==> src/rtl/instr_queue_pkg.sv <==
// ============================================================================
// Module      : instr_queue_pkg
// Description : Shared fetch/decode types and queue defaults.
// Revision    : 1.0 - initial release
// ============================================================================
`default_nettype none

package instr_queue_pkg;

   typedef logic [31:0] gpreg;
   typedef logic [31:0] instr;

   typedef struct packed {
      gpreg pc;
      instr raw;
   } fetch_entry_t;

   localparam int unsigned IQ_DEPTH_DEFAULT = 4;

endpackage

`default_nettype wire

==> src/rtl/instr_queue_wrap_ptr.sv <==
// ============================================================================
// Module      : wrap_ptr
// Description : Free-running W-bit pointer with increment and clear.
// Revision    : 1.0 - initial release
// ============================================================================
`default_nettype none

module wrap_ptr #(
   parameter int unsigned W = 3
) (
   input  logic         clk,
   input  logic         rst,
   input  logic         inc_i,
   input  logic         clr_i,
   output logic [W-1:0] value_o
);

   logic [W-1:0] value_q;
   logic [W-1:0] value_d;

   // Clear wins over increment; wrap is the natural modulo-2^W rollover.
   always_comb begin
      value_d = value_q;
      if (clr_i)
         value_d = '0;
      else if (inc_i)
         value_d = value_q + W'(1);
   end

   always_ff @(posedge clk or posedge rst) begin
      if (rst)
         value_q <= '0;
      else
         value_q <= value_d;
   end

   assign value_o = value_q;

endmodule

`default_nettype wire

==> src/rtl/instr_queue.sv <==
// ============================================================================
// Module      : instr_queue
// Description : Circular fetch-to-decode instruction queue.
//               Optional macro INSTR_QUEUE_BYPASS_EN adds an empty-queue bypass.
// Revision    : 1.0 - initial release
// ============================================================================
`default_nettype none

module instr_queue
   import instr_queue_pkg::*;
#(
   parameter int unsigned DEPTH = IQ_DEPTH_DEFAULT
) (
   input  logic                     clk,
   input  logic                     rst,
   input  logic                     fetched_valid_i,
   output logic                     fetched_ready_o,
   input  fetch_entry_t             fetched_data_i,
   output logic                     issue_valid_o,
   input  logic                     issue_ready_i,
   output fetch_entry_t             issue_data_o,
   input  logic                     flush_i,
   output logic [$clog2(DEPTH):0]   count_o,
   output logic                     empty_o,
   output logic                     full_o
);

   localparam int unsigned AW = $clog2(DEPTH);
   localparam int unsigned PW = AW + 1;

   logic [PW-1:0] head;
   logic [PW-1:0] tail;
   logic          enq;
   logic          deq;
   logic          bypass;

   fetch_entry_t  mem_q [DEPTH];

   wrap_ptr #(.W(PW)) u_head (
      .clk     (clk),
      .rst     (rst),
      .inc_i   (deq),
      .clr_i   (flush_i),
      .value_o (head)
   );

   wrap_ptr #(.W(PW)) u_tail (
      .clk     (clk),
      .rst     (rst),
      .inc_i   (enq),
      .clr_i   (flush_i),
      .value_o (tail)
   );

   assign count_o = tail - head;
   assign empty_o = (head == tail);
   assign full_o  = (head[AW-1:0] == tail[AW-1:0]) && (head[AW] != tail[AW]);

   // rst gating keeps both handshakes closed while reset is applied.
   assign fetched_ready_o = !full_o && !flush_i && !rst;

`ifdef INSTR_QUEUE_BYPASS_EN
   assign bypass        = empty_o && fetched_valid_i && !flush_i && !rst;
   assign issue_valid_o = (!empty_o || bypass) && !flush_i && !rst;
   assign issue_data_o  = bypass ? fetched_data_i : mem_q[head[AW-1:0]];
   // A bypassed entry consumed this cycle never touches storage.
   assign enq = fetched_valid_i && fetched_ready_o && !(bypass && issue_ready_i);
   assign deq = issue_valid_o && issue_ready_i && !bypass;
`else
   assign bypass        = 1'b0;
   assign issue_valid_o = !empty_o && !flush_i && !rst;
   assign issue_data_o  = mem_q[head[AW-1:0]];
   assign enq = fetched_valid_i && fetched_ready_o;
   assign deq = issue_valid_o && issue_ready_i;
`endif

   // Storage is deliberately left without reset.
   always_ff @(posedge clk) begin
      if (enq)
         mem_q[tail[AW-1:0]] <= fetched_data_i;
   end

   logic unused_bypass;
   assign unused_bypass = bypass;

endmodule

`default_nettype wire

==> config.mk <==
export PLATFORM = sky130hd
export DESIGN_NAME = instr_queue
export DESIGN_NICKNAME = d
export VERILOG_FILES = /design/src/rtl/instr_queue_pkg.sv /design/src/rtl/instr_queue_wrap_ptr.sv /design/src/rtl/instr_queue.sv
export SDC_FILE = /design/constraint.sdc
export NUM_CORES = 1
export LEC_CHECK = 0
export CAP_MARGIN = 20
export CORE_MARGIN = 3
export CORE_UTILIZATION = 30
export CTS_CLUSTER_DIAMETER = 40
export DETAILED_ROUTE_END_ITERATION = 12
export GPL_ROUTABILITY_DRIVEN = 0
export SKIP_LAST_GASP = 1
export SYNTH_ARGS = -nofsm -noshare
export SYNTH_HDL_FRONTEND = slang
export SYNTH_SLANG_ARGS = --single-unit
==> constraint.sdc <==
create_clock -name clk -period 5.73 [get_ports clk]
set_clock_uncertainty 0.2 [all_clocks]
set_input_delay 1.146 -clock clk [delete_from_list [all_inputs] [get_ports clk]]
set_output_delay 1.146 -clock clk [all_outputs]
set_load 0.01 [all_outputs]
==> summary.md <==
| Metric | Value |
|---|---|
| Relative slew margins | `0.316` |
| Synth Flop Type | `edfxtp_1` |
| Row count | `65` |
| Syn nets | `463` |
| Fillers | `2794` |
| Clk slew on worst S/H paths | `50 ps` |
| Yosys warns | `0` |
| Post-synth EDFFs | `256` |
| Most instantiated library cell after synthesis | `edfxtp_1` |
| Initial antenna violation count | `0` |
| CTS H-tree lvls | `2` |
| Share of flip-flops with an asynchronous set or reset | `0.0229` |
| Worst EP required | `4380 ps` |
| Critical Path Source Type | `flop` |
| Max Cap Viol | `0` |
| Pwr dens | `360 nW/µm²` |
| First-pass GRT wire length | `28600 µm` |
| List of most frequent post-synthesis cells | `edfxtp_1, mux4_2, clkbuf_1, ha_1` |
| Syn_area_per_cell | `25.2 µm²` |
| Synthesis-to-layout area growth | `32.0%` |
| N_diodes | `0` |
| RSZ-0062 raised after global routing | `no` |
| Outcome | `completed` |
| Largest net degree at the start of global routing | `66` |
| Sequential area share after synthesis | `0.805` |
| Hpwl dp | `10900 µm` |
| Synth Cell Area | `9740 µm²` |
| Setup TNS Final | `0 ps` |
| Worst slew pin tran | `1030 ps` |
| # DRC | `0` |
| Gr usage total | `0.110` |
| Lkg Pwr | `4.05 nW` |
| Yosys top cell area share | `0.790` |
| Share of layout cells above drive strength 1 | `0.232` |
| Leading area contributor after synthesis | `edfxtp_1` |
| Distinct cells, synth | `27` |
| Clock latency on the worst-skew pair | `480 ps` |
| Sink Count | `262` |
| Antenna-violating nets left | `0` |
| Final Critical Period | `3980 ps` |
| Max Clk Rate | `251 MHz` |
| DR WL/cell | `18.8 µm` |
| Nets | `626` |
| Initial Util | `0.306` |
| Crit-path max FO | `between 60 and 70` |
| Io pins | `between 100 and 150` |
| # hold bufs at CTS | `0` |
| Core area | `around 32000 µm²` |
| Post-CTS setup buffer count | `0` |
| Final Hold Vio Count | `0` |
| Total CTS buffers | `35` |
| Grt total ovfl | `0` |
| Root Buffer | `clkbuf_16` |
| Worst Setup End Kind | `output port` |
| Number of global-route vias before repair | `4945` |
| Synth area leaders | `edfxtp_1, mux4_2, dfrtp_1, ha_1, mux2i_1` |
| Final setup viols | `0` |
| Routed vias/inst | `4.42` |
| Final count of pins violating max slew | `0` |
| Post-CTS sizing | `0` |
| Chip width | `186 µm` |
| Final period utilization | `0.695` |
| Detailed Routing Iterations Pass 1 | `4` |
| Cells after synthesis | `around 390` |
| WS Path Type | `reg -> out` |
| Yosys reg bits | `262` |
| Die height | `186 µm` |
| Max Root-Sink Buffers | `3` |
| Die Area | `about 35000 µm²` |
| Peak supply drop | `~0.24 mV` |
| CTS tree | `built` |
| Iter 0 DRT Violations | `just under 300` |
| Final instance area | `between 10000 and 15000 µm²` |
| DP Area | `between 10000 and 15000 µm²` |
| Vias | `4455` |
| PortBufs | `139` |
| Final wirelength | `about 19000 µm` |
| Arr. time, crit path | `between 2000 and 3000 ps` |
| Tightest Hold Check Type | `reg -> reg` |
## layout by cell type, fill, tap and decap left out, drive strengths merged, types with 4 or more instances in the layout
cell type and n:
and2 4, bufinv 5, clkbuf 41, clkdlybuf4s50 139, clkinv 10, dfrtp 6
edfxtp 256, ha 7, inv 10, mux4 64, nor2 5
## kinds of logic (layout without fill, tap and decap cells)
| kind of cell | after synthesis | after routing | share of synthesized area |
|---|---|---|---|
| AND/OR/NAND/NOR | 19 | 19 | 0.0109 |
| adder cells (fa/ha/maj) | 8 | 8 | 0.0111 |
| multiplexers | 70 | 70 | 0.155 |
| AO/OA/AOI/OAI | 4 | 4 | 0.00501 |
| buffers and inverters | 21 | 209 | 0.0102 |
| flip-flops | 262 | 262 | 0.805 |
| XOR/XNOR | 2 | 2 | 0.00257 |
## report_power, final
part,internal [W],switching [W],total (W)
Combinational,0.000165,0.000128,0.000293
Clock,0.00141,0.000774,0.00219
Sequential,0.00213,0.00000701,0.00214
## layer usage
layer | track usage | up-vias | routed length, µm
met4 | 0.0366 | 0 | 488
met3 | 0.0319 | 40 | 1180
met2 | 0.185 | 146 | 9410
met5 | 0 | - | 0
li1 | - | 1976 | -
met1 | 0.136 | 2293 | 7900
## through the flow
step	worst slack [ps]	util	hold slack, ps	power [W]	instances
after floorplan	1770	-	298	0.00231	386
final	1750	0.404	332	0.00462	1009
after global routing	1590	0.404	381	0.00480	1009
after CTS	1680	0.404	336	0.00470	1009
after detailed placement	1700	0.366	329	0.00248	947
after global placement	1800	0.366	317	0.00247	947
## registers in the layout, indices dropped and copies added (netlist names)
name,count
u_head.value_o,3
mem_q,256
u_tail.value_o,3
## final cells by class
cell class,instances,area (µm²),area share
inverters,6,22.5,0.00175
clock buffers,41,941,0.0732
repair buffers,141,1420,0.110
well taps,435,544,0.0424
flip-flops and latches,262,7850,0.611
multi-input cells,103,1810,0.141
clock inverters,21,267,0.0207
## critical path, cell delays in order, from the launching register on
cell             delay [ps]
dfrtp_4                 400
buf_4                   750
mux4_2                  460
clkdlybuf4s50_1         500
## worst paths after layout
check,from,end,slack [ps],cells past startpoint
max,u_head.value_o[1]$_DFFE_PP0P_,issue_data_o[23],1750,3
min,u_head.value_o[2]$_DFFE_PP0P_,u_head.value_o[2]$_DFFE_PP0P_,330,1
max reg2reg,u_head.value_o[1]$_DFFE_PP0P_,mem_q[1][20]$_DFFE_PP_,3070,4
min reg2reg,u_head.value_o[2]$_DFFE_PP0P_,u_head.value_o[2]$_DFFE_PP0P_,330,1
max in group asynchronous,rst,u_head.value_o[0]$_DFFE_PP0P_,4250,2
min in group asynchronous,rst,u_tail.value_o[1]$_DFFE_PP0P_,850,2
Note: power is estimated with default switching activity, not from simulation.
